===== src/rtl/axi_skid_fifo.sv =====
// Registered-handshake AXI-stream FIFO: m_ready and s_valid come straight from flops.
// Optional occupancy output `level` is enabled by defining AXI_SKID_FIFO_LEVEL_EN.
module axi_skid_fifo #(
    parameter int DW    = 64,
    parameter int DEPTH = 2
) (
    input  logic                     clk,
    input  logic                     rst,
    input  logic [DW-1:0]            m_data,
    input  logic                     m_valid,
    output logic                     m_ready,
    output logic [DW-1:0]            s_data,
    output logic                     s_valid,
    input  logic                     s_ready,
    input  logic                     flush
`ifdef AXI_SKID_FIFO_LEVEL_EN
    ,
    output logic [$clog2(DEPTH):0]   level
`endif
);

    localparam int AW = $clog2(DEPTH);
    localparam logic [AW:0] FULL_CNT = DEPTH[AW:0];

    logic [DW-1:0] mem [DEPTH];
    logic [AW-1:0] wr_ptr;
    logic [AW-1:0] rd_ptr;
    logic [AW:0]   count;
    logic [AW:0]   count_nxt;
    logic          push;
    logic          pop;

    assign push   = m_valid & m_ready;
    assign pop    = s_valid & s_ready;
    assign s_data = mem[rd_ptr];

    always_comb begin
        count_nxt = count;
        if (flush) begin
            count_nxt = '0;
        end else if (push && !pop) begin
            count_nxt = count + (AW+1)'(1);
        end else if (pop && !push) begin
            count_nxt = count - (AW+1)'(1);
        end
    end

    // Both handshake flags are computed from the next count so they are valid one
    // cycle after any change, with no combinational path across the FIFO.
    always_ff @(posedge clk or posedge rst) begin
        if (rst) begin
            wr_ptr  <= '0;
            rd_ptr  <= '0;
            count   <= '0;
            m_ready <= 1'b0;
            s_valid <= 1'b0;
        end else begin
            if (flush) begin
                wr_ptr <= '0;
                rd_ptr <= '0;
            end else begin
                if (push) wr_ptr <= wr_ptr + AW'(1);
                if (pop)  rd_ptr <= rd_ptr + AW'(1);
            end
            count   <= count_nxt;
            m_ready <= (count_nxt < FULL_CNT);
            s_valid <= (count_nxt != '0);
        end
    end

    always_ff @(posedge clk) begin
        if (push && !flush) begin
            mem[wr_ptr] <= m_data;
        end
    end

`ifdef AXI_SKID_FIFO_LEVEL_EN
    assign level = count;
`endif

endmodule


===== config.mk =====
export PLATFORM = sky130hd
export DESIGN_NAME = axi_skid_fifo
export DESIGN_NICKNAME = d
export VERILOG_FILES = /design/src/rtl/axi_skid_fifo.sv
export SDC_FILE = /design/constraint.sdc
export NUM_CORES = 1
export LEC_CHECK = 0
export CAP_MARGIN = 20
export CELL_PAD_IN_SITES_DETAIL_PLACEMENT = 2
export CELL_PAD_IN_SITES_GLOBAL_PLACEMENT = 2
export CORE_MARGIN = 1
export CORE_UTILIZATION = 35
export CTS_CLUSTER_DIAMETER = 60
export DETAILED_ROUTE_END_ITERATION = 7
export GPL_ROUTABILITY_DRIVEN = 0
export HOLD_SLACK_MARGIN = 0.02
export PLACE_DENSITY_LB_ADDON = 0.05
export SYNTH_ARGS = -nofsm -noshare
export SYNTH_HDL_FRONTEND = slang
export SYNTH_SLANG_ARGS = --single-unit
export TNS_END_PERCENT = 20

===== constraint.sdc =====
create_clock -name clk -period 6.7 [get_ports clk]
set_input_delay 1.34 -clock clk [delete_from_list [all_inputs] [get_ports clk]]
set_output_delay 1.34 -clock clk [all_outputs]
set_load 0.02 [all_outputs]

* After elaboration in Yosys (flattened, before gate mapping)
Memories as Yosys holds them, arrays and structs flattened.
Cells that the tools add are included.
** Operators by class
- Reduce and logical (&&, ||, !) cells :: 9
- Multiplexer cells :: 9
- Order comparisons :: 1
- $add $sub $neg :: 4
- Bitwise gates (word level) :: 2
** Operators with widths (number)
- 1-bit two-way mux :: 6
- 2-bit two-way mux :: 3
- 2-bit nonzero test :: 3
- 1-bit logical AND :: 3
- 1-bit logical NOT :: 3
- 1-bit adder (second input constant) :: 2
- 2-bit by 1-bit adder with 2-bit output (second input constant) :: 1
- 1-bit bitwise AND :: 2
- 2-bit less-than comparator (second input constant) :: 1
- 2-bit by 1-bit subtractor with 2-bit output (second input constant) :: 1
** Word-level totals
- Input bits :: 69
- Memory bits (writable) :: 128
- Memories kept :: 1
- Register bits :: 6
** Memory list
- mem :: depth 2, width 64, read ports 1, clocked after Yosys merged registers in 0, write ports 1, line 25 : logic [DW-1:0] mem [DEPTH];

* Longest topological paths before layout
Gate-level depths: netlist of run 1.
- Depth after elaboration :: 7
- Mapped depth :: 3

* Least setup slack after synthesis of run 1
No wires, ideal clock.
- Kind :: input to register
- Start point :: input flush
- End point :: memory mem[1][0] (enable)
- Data arrival time :: 6.231 ns
- Path buffers :: 1
- Stages :: 2
- Path slack :: -0.109 ns
- Cells stage by stage :: clkbuf_1 nor3b_1
** On the way
- Word-level cells in the longest chain between the ends :: 4
** Ends and longest elaborated chain
- start: declaration :: line 15 : input logic flush
- 1-bit logical NOT :: line 72 : if (push && !flush) begin
- 1-bit logical AND :: line 72
- 1-bit two-way mux :: line 72
- 1-bit two-way mux (implied by the code) :: line 73 : mem[wr_ptr] <= m_data;
- end: declaration :: line 25
Every way passes these cells.

* Worst setup path in the final report of run 1
- Start point :: register rd_ptr
- End point :: output s_data[15]
** On the way
- Word-level cells in the longest chain between the ends :: 1
** Ends and longest elaborated chain
- start: declaration :: line 27 : logic [AW-1:0] rd_ptr;
- start signal: assignment :: line 63 : if (pop) rd_ptr <= rd_ptr + AW'(1);
- memory 2 x 64 bit
- end: declaration :: line 12 : output logic [DW-1:0] s_data,
Every way passes these cells.

==> metrics.txt, run 1 <==
# TYPE chip_impl_metric gauge
chip_impl_info{name="mostFrequentLayoutCells",value="sky130_fd_sc_hd__clkdlybuf4s50_1, sky130_fd_sc_hd__edfxtp_1, sky130_fd_sc_hd__mux2_2"} 1
chip_impl_metric{name="cts_buffer_depth",unit=""} 2
chip_impl_info{name="rsz_0062_raised_after_global_routing",value="no"} 1
chip_impl_metric{name="area_share_of_the_leading_cell_type_in_the_synthesized_netlist",unit="%"} 77.5
chip_impl_metric{name="layout.cell_area.non_filler",unit="µm²"} 7040
chip_impl_metric{name="ir_drop",unit="µV"} 151
chip_impl_metric{name="p_seq_share",unit="%"} 46.2
chip_impl_metric{name="synth_area_per_cell",unit="µm²"} 21.4
chip_impl_metric{name="synth_cells",unit=""} 232
chip_impl_metric{name="synth-compound-area-share",unit="%"} 0.757
chip_impl_metric{name="timing.slew.headroom",unit="%"} 40.9
chip_impl_metric{name="fin_setup_tns",unit="ns"} 0
chip_impl_metric{name="num-fill-cells",unit=""} 1252
chip_impl_metric{name="leakagePower",unit="nW"} 2.38
chip_impl_metric{name="switching_share",unit="%"} 22.8
chip_impl_metric{name="clk_pin_slew",unit="ns"} 0.05
chip_impl_metric{name="drcViolationCount",unit=""} 0
chip_impl_metric{name="clock_tree.htree_level_count",unit=""} 4
chip_impl_metric{name="die_area",unit="µm²"} 14600
chip_impl_metric{name="first_iter_violations",unit=""} 112
chip_impl_metric{name="cts_num_sinks",unit=""} 134
chip_impl_info{name="cts_root_buffer",value="sky130_fd_sc_hd__clkbuf_16"} 1
chip_impl_metric{name="routed_wl",unit="mm"} 10.6
chip_impl_metric{name="area_fraction_in_and_or_nand_and_nor_cells_after_synthesis",unit="%"} 1.49
chip_impl_info{name="synth-main-ff-cell",value="sky130_fd_sc_hd__edfxtp_1"} 1
chip_impl_metric{name="worst_path_largest_cell_delay",unit="ns"} 0.89
chip_impl_metric{name="grt_pass1_wl",unit="mm"} 16.3
chip_impl_metric{name="cts_hold_buffers",unit=""} 0
chip_impl_metric{name="post_drt_via_cell_ratio",unit=""} 4.64
chip_impl_metric{name="comb_power_share",unit="%"} 15.1
chip_impl_metric{name="synth_xor_xnor_area_share",unit="%"} 0.353
chip_impl_info{name="r2r_start",value="m_ready"} 1
chip_impl_metric{name="io_pins",unit=""} 135
chip_impl_info{name="post_synth_main_area_contributors",value="sky130_fd_sc_hd__edfxtp_1, sky130_fd_sc_hd__mux2_2, sky130_fd_sc_hd__dfrtp_1"} 1
chip_impl_info{name="synth_top_family_by_area",value="multiplexers"} 1
chip_impl_metric{name="clock_power_share",unit="%"} 38.7
chip_impl_info{name="worst_path_cell_with_the_longest_stage_delay",value="sky130_fd_sc_hd__dfrtp_2"} 1
chip_impl_info{name="timing.critical_path.cells",value="buf_4 -> mux2_2 -> clkdlybuf4s50_1"} 1
chip_impl_metric{name="antenna_violating_nets_post_route",unit=""} 0
chip_impl_metric{name="multi_input_area",unit="µm²"} 905
chip_impl_metric{name="core_util_final",unit="%"} 50.9
chip_impl_metric{name="drive_above_1_share",unit="%"} 22.1
chip_impl_info{name="status",value="finished clean"} 1
chip_impl_metric{name="synthesis.nets",unit=""} 301
chip_impl_metric{name="hpwl_dp",unit="mm"} 6.79
chip_impl_info{name="hp_start",value="count[1]"} 1
chip_impl_info{name="hold_path_class",value="flop to flop"} 1
chip_impl_info{name="largest_area_contributor_in_the_synthesized_netlist",value="sky130_fd_sc_hd__edfxtp_1"} 1
chip_impl_metric{name="via_count_of_the_first_global_routing_pass",unit=""} 2965
chip_impl_info{name="worstSetupPathType",value="flop to primary output"} 1
chip_impl_metric{name="grt_start_max_net_pins",unit=""} 65
chip_impl_metric{name="num_antenna_cells",unit=""} 0
chip_impl_metric{name="num-nets-final",unit=""} 449
chip_impl_metric{name="r2r_setup_slack",unit="ns"} 4.78
chip_impl_metric{name="worstPathArrival",unit="ns"} 2.81
chip_impl_metric{name="post_synth_num_cell_types",unit=""} 28
chip_impl_metric{name="antenna_found_initial",unit=""} 0
chip_impl_metric{name="worstSkewPairLatency",unit="ns"} 0.41
chip_impl_metric{name="slew_violations",unit=""} 0
chip_impl_info{name="clock_tree_from_tritoncts",value="built"} 1
chip_impl_metric{name="cts_resized",unit=""} 0
chip_impl_metric{name="initial_core_util",unit="%"} 35.9
chip_impl_metric{name="synth-seq-cells",unit=""} 134
chip_impl_metric{name="count_of_warnings_emitted_by_yosys",unit=""} 0
chip_impl_metric{name="die_span_x",unit="µm"} 121
chip_impl_metric{name="track_usage",unit="%"} 15.6
chip_impl_metric{name="power.density_cell_area",unit="nW/µm²"} 309
chip_impl_metric{name="maxClockFrequency",unit="MHz"} 241
chip_impl_metric{name="grt-ovfl-total",unit=""} 0
chip_impl_metric{name="critPathRequiredTime",unit="ns"} 5.36
chip_impl_metric{name="worst_pin_slew",unit="ns"} 0.887
chip_impl_metric{name="port_buffers",unit=""} 134
chip_impl_metric{name="placement_rows",unit=""} 43
chip_impl_metric{name="hold_violations",unit=""} 0
chip_impl_metric{name="timing.final.setup_violations",unit=""} 0
chip_impl_metric{name="seq_area",unit="µm²"} 4000
chip_impl_metric{name="placedInstanceArea",unit="µm²"} 6490
chip_impl_info{name="endpoint_kind",value="primary output"} 1
chip_impl_metric{name="asyncSetResetFlopFracSynth",unit="%"} 4.48
chip_impl_metric{name="post_cts_setup_buffer_count",unit=""} 0
chip_impl_metric{name="p_switching",unit="W"} 0.000495
chip_impl_metric{name="crit_fanout",unit=""} 33
chip_impl_metric{name="die_h",unit="µm"} 121
chip_impl_metric{name="fin_worst_skew",unit="ns"} 0.00850
chip_impl_info{name="worst_setup_path_start_kind",value="flop"} 1
chip_impl_metric{name="power_report.internal_total",unit="W"} 0.00168
chip_impl_metric{name="layout_worst_path_cycle_share",unit="%"} 62.0
chip_impl_info{name="startpoint",value="rd_ptr"} 1
chip_impl_metric{name="synthMuxAreaShare",unit="%"} 15.3
chip_impl_metric{name="tritoncts.num_buffers",unit=""} 17
chip_impl_metric{name="netlist_area",unit="µm²"} 4960
chip_impl_metric{name="synth_edf_count",unit=""} 128
chip_impl_metric{name="area_growth_syn_to_layout",unit="%"} 41.9
chip_impl_metric{name="detailroute.via_count",unit=""} 2661
chip_impl_metric{name="dr.pass1.iters",unit=""} 4
chip_impl_metric{name="post_synth_fa_ha_maj_area_fraction",unit="%"} 0
chip_impl_metric{name="finalCriticalPeriod",unit="ns"} 4.15
chip_impl_metric{name="synth_sequential_area_ratio",unit="%"} 80.5
chip_impl_metric{name="core_area",unit="µm²"} 13800
chip_impl_metric{name="maxCapViolCount",unit=""} 0
chip_impl_metric{name="hold_slack",unit="ns"} 0.586
chip_impl_metric{name="post_drt_wl_per_cell",unit="µm"} 18.5
chip_impl_info{name="final_common_cell",value="sky130_fd_sc_hd__clkdlybuf4s50_1"} 1
==> worst max-delay path, delay by kind of cell (launching register included) <==
family                 cells  cell delay, ns
DFF                        1            0.89
buffers and inverters      2            1.11
muxes                      1            0.40
==> final timing paths <==
check,end,cells after the start
max reg2reg,mem[1][51],3
max in group asynchronous,rd_ptr,2
max,s_data[15],3
min in group asynchronous,count[0],2
min reg2reg,s_valid,1
min,s_valid,1
==> registers in the layout, indices dropped and copies added, names as in the netlist <==
register / flops
s_valid: 1
count: 2
mem: 128
wr_ptr: 1
m_ready: 1
rd_ptr: 1
==> area by class of cell <==
cell class	instances	share of cell area, %
clock inverter	5	0.320
timing repair buffer	137	19.4
sequential	134	56.8
inverter	1	0.0533
tap	180	3.20
multi-input combinational	89	12.9
clock buffer	27	7.43
==> metal layers <==
layer / GRT usage (%) / vias to the layer above / part of all wire, %
li1: - / 1221 / -
met3: 4.42 / 19 / 4.6
met1: 18.1 / 1339 / 41
met2: 26.4 / 82 / 52
met4: 7.64 / 0 / 1.9
met5: 0 / - / 0
==> logic make-up after synthesis <==
| logic type | Yosys count |
|---|---|
| flops | 134 |
| compound gates | 6 |
| xor+xnor | 2 |
| mux | 67 |
| buf+inv | 9 |
| simple gates | 14 |
==> cells in the mapped netlist, drive strengths merged (2+ instances only) <==
library cell    n
mux2i           2
nand2           2
nor2            4
edfxtp        128
mux2           65
buf             7
nor3            2
dfrtp           6
a21oi           2
==> power groups by stage <==
stage	Clock, W	Sequential, W	Combinational [W]
after floorplan	0	0.00101	0.000179
after global placement	0	0.00102	0.000327
after detailed placement	0	0.00102	0.000332
after CTS	0.000869	0.00100	0.000335
after global routing	0.000904	0.00101	0.000348
final	0.000842	0.00100	0.000328
==> per-stage QoR <==
stage	power, W	worst slack [ns]	std cells
2_1_floorplan	0.00119	0.189	232
3_3_place_gp	0.00134	2.88	541
3_5_place_dp	0.00135	2.89	541
4_1_cts	0.00221	2.44	573
5_1_grt	0.00226	2.36	573
6_report	0.00217	2.55	573
Note: power is estimated with default switching activity, not from simulation.
==> inputs of run 2 (changes only) <==
==> constraint.sdc (replaced) <==
create_clock -name clk -period 4.1 [get_ports clk]
set_input_delay 0.82 -clock clk [delete_from_list [all_inputs] [get_ports clk]]
set_output_delay 0.82 -clock clk [all_outputs]
set_load 0.02 [all_outputs]
==> run 2 against run 1 <==
Routed wire length rose by 2.0%. Sequential power increased by 63%. Critical path depth unchanged. Die area stayed put. Register-to-register slack got worse by 2.3 ns. Clock power grew 83%. Setup slack worse by 1.7 ns. Sequential share of layout area decreased by 0.68 points. Final area is 1.2% higher. Clock skew fell by 0.0027 ns.
==> metrics.txt, run 2 (synthesis results as in run 1) <==
# TYPE chip_impl_metric gauge
chip_impl_metric{name="die_span_x",unit="µm"} 121
chip_impl_info{name="crit-reg2reg-capture",value="mem[1][51]"} 1
chip_impl_metric{name="cts_hold_buffers",unit=""} 0
chip_impl_metric{name="ir_drop",unit="µV"} 350
chip_impl_metric{name="cp_num_buf_inv",unit=""} 2
chip_impl_metric{name="slew_violations",unit=""} 0
chip_impl_metric{name="power.density_cell_area",unit="nW/µm²"} 523
chip_impl_metric{name="worst_path_largest_cell_delay",unit="ns"} 0.79
chip_impl_metric{name="cts_buffer_depth",unit=""} 2
chip_impl_info{name="hp_start",value="count[1]"} 1
chip_impl_metric{name="flip_flop_count_of_the_largest_register_all_copies_and_words_added",unit=""} 128
chip_impl_info{name="clock_tree_from_tritoncts",value="built"} 1
chip_impl_metric{name="timing.final.setup_violations",unit=""} 0
chip_impl_metric{name="routed_wl",unit="mm"} 10.8
chip_impl_info{name="status",value="finished clean"} 1
chip_impl_info{name="register_with_the_most_flip_flops",value="mem"} 1
chip_impl_metric{name="antenna_violating_nets_post_route",unit=""} 0
chip_impl_metric{name="core_util_final",unit="%"} 51.5
chip_impl_metric{name="post_cts_setup_buffer_count",unit=""} 0
chip_impl_info{name="hold_path_class",value="flop to flop"} 1
chip_impl_metric{name="num_antenna_cells",unit=""} 0
chip_impl_metric{name="clock_tree.htree_level_count",unit=""} 4
chip_impl_metric{name="drive_above_1_share",unit="%"} 22.1
chip_impl_metric{name="worstSkewPairLatency",unit="ns"} 0.41
chip_impl_metric{name="port_buffers",unit=""} 134
chip_impl_metric{name="r2r_setup_slack",unit="ns"} 2.47
chip_impl_metric{name="finalWorstSetupSlack",unit="ns"} 0.803
chip_impl_info{name="worst_path_cell_with_the_longest_stage_delay",value="sky130_fd_sc_hd__dfrtp_2"} 1
chip_impl_metric{name="initial_core_util",unit="%"} 35.9
chip_impl_metric{name="track_usage",unit="%"} 16.0
chip_impl_metric{name="tritoncts.num_buffers",unit=""} 17
chip_impl_metric{name="leakagePower",unit="nW"} 2.41
chip_impl_metric{name="core_area",unit="µm²"} 13800
chip_impl_metric{name="first_iter_violations",unit=""} 119
chip_impl_metric{name="min_delay_path_depth",unit=""} 1
chip_impl_metric{name="fin_setup_tns",unit="ns"} 0
chip_impl_info{name="mostFrequentLayoutCells",value="sky130_fd_sc_hd__clkdlybuf4s50_1, sky130_fd_sc_hd__edfxtp_1, sky130_fd_sc_hd__mux2_2"} 1
chip_impl_metric{name="worstPathArrival",unit="ns"} 2.48
chip_impl_metric{name="via_count_of_the_first_global_routing_pass",unit=""} 2930
chip_impl_info{name="rsz_0062_raised_after_global_routing",value="no"} 1
chip_impl_metric{name="worst-r2r-cell-count",unit=""} 3
chip_impl_metric{name="finalCriticalPeriod",unit="ns"} 3.30
chip_impl_metric{name="die_h",unit="µm"} 121
chip_impl_info{name="r2r_start",value="m_ready"} 1
chip_impl_metric{name="post_drt_via_cell_ratio",unit=""} 4.60
chip_impl_info{name="hold-path-endpoint",value="s_valid"} 1
chip_impl_info{name="timing.critical_path.cells",value="buf_12 -> mux2_2 -> clkdlybuf4s50_1"} 1
chip_impl_info{name="endpoint_kind",value="primary output"} 1
chip_impl_metric{name="critPathRequiredTime",unit="ns"} 3.28
chip_impl_metric{name="post_drt_wl_per_cell",unit="µm"} 18.8
chip_impl_metric{name="grt-ovfl-total",unit=""} 0
chip_impl_metric{name="dp_worst_setup_slack",unit="ns"} 1.18
chip_impl_info{name="worst_setup_path_start_kind",value="flop"} 1
chip_impl_metric{name="hpwl_dp",unit="mm"} 6.81
chip_impl_metric{name="placement_rows",unit=""} 43
chip_impl_info{name="cts_root_buffer",value="sky130_fd_sc_hd__clkbuf_16"} 1
chip_impl_metric{name="die_area",unit="µm²"} 14600
chip_impl_metric{name="maxCapViolCount",unit=""} 0
chip_impl_metric{name="cts_resized",unit=""} 0
chip_impl_metric{name="worst_pin_slew",unit="ns"} 0.660
chip_impl_metric{name="maxClockFrequency",unit="MHz"} 303
chip_impl_info{name="worst_path_dominant_cell_family",value="buffers and inverters"} 1
chip_impl_info{name="final_common_cell",value="sky130_fd_sc_hd__clkdlybuf4s50_1"} 1
chip_impl_metric{name="fin_worst_skew",unit="ns"} 0.00578
chip_impl_metric{name="seq_area",unit="µm²"} 4000
chip_impl_metric{name="hold_violations",unit=""} 0
chip_impl_metric{name="crit_fanout",unit=""} 39
chip_impl_metric{name="timing.slew.headroom",unit="%"} 56.0
chip_impl_metric{name="multi_input_area",unit="µm²"} 905
chip_impl_metric{name="grt_start_max_net_pins",unit=""} 65
chip_impl_metric{name="clk_pin_slew",unit="ns"} 0.05
chip_impl_metric{name="finalPower",unit="W"} 0.00372
chip_impl_info{name="top_regs",value="mem (128), count (2)"} 1
chip_impl_metric{name="drcViolationCount",unit=""} 0
chip_impl_metric{name="grt_pass1_wl",unit="mm"} 16.7
chip_impl_info{name="worstSetupPathType",value="flop to primary output"} 1
chip_impl_metric{name="area_growth_syn_to_layout",unit="%"} 43.7
chip_impl_metric{name="layout_worst_path_cycle_share",unit="%"} 80.4
chip_impl_metric{name="cts_num_sinks",unit=""} 134
chip_impl_metric{name="detailroute.via_count",unit=""} 2635
chip_impl_metric{name="dr.pass1.iters",unit=""} 6
chip_impl_metric{name="num-nets-final",unit=""} 449
chip_impl_metric{name="num-fill-cells",unit=""} 1256
chip_impl_metric{name="io_pins",unit=""} 135
chip_impl_metric{name="antenna_found_initial",unit=""} 0
==> run 2: power by group <==
part,switching [W],total (W),leakage (nW),internal (W)
clock network,0.000544,0.00154,0.295,0.00100
logic,0.000258,0.000548,0.868,0.000289
registers,0.0000396,0.00163,1.25,0.00159
total,0.000841,0.00372,2.41,0.00288
==> run 2: final cells by class <==
type / count / area share [%]
Clock buffer: 18 / 6.02
Clock inverter: 14 / 2.30
Inverter: 1 / 0.0527
Multi-Input combinational cell: 89 / 12.7
Sequential cell: 134 / 56.1
Tap cell: 180 / 3.16
Timing Repair Buffer: 137 / 19.7
==> run 2: worst max path at each step <==
stage,from,to,slack (ns),depth (start not counted)
after global placement,rd_ptr,s_data[7],1.18,3
after detailed placement,rd_ptr,s_data[33],1.18,3
after global routing,rd_ptr,s_data[6],0.64,3
after CTS,rd_ptr,s_data[63],0.74,3
after floorplan,flush,mem[0][0],-1.89,2
final,rd_ptr,s_data[6],0.80,3
==> run 2: worst register-to-register path, stage by stage, from the launching register on <==
cell and delay (ns):
sky130_fd_sc_hd__dfrtp_1 0.45, sky130_fd_sc_hd__nand2_1 0.19, sky130_fd_sc_hd__nor3b_4 0.25, sky130_fd_sc_hd__buf_12 0.37
==> run 2: per-stage QoR <==
stage          instances  hold WS [ns]  cell area [µm²]
2_1_floorplan        232         0.512             4960
3_3_place_gp         541         0.562             6530
3_5_place_dp         541         0.586             6530
4_1_cts              573         0.593             7120
5_1_grt              573         0.607             7120
6_report             573         0.582             7120
==> run 2: per-layer routing <==
| layer | wire length, µm | track usage (%) | vias up |
|---|---|---|---|
| met4 | 143 | 6.02 | 0 |
| met1 | 4380 | 18.8 | 1334 |
| met3 | 606 | 5.83 | 10 |
| met2 | 5660 | 26.6 | 82 |
| li1 | - | - | 1209 |
| met5 | 0 | 0 | - |
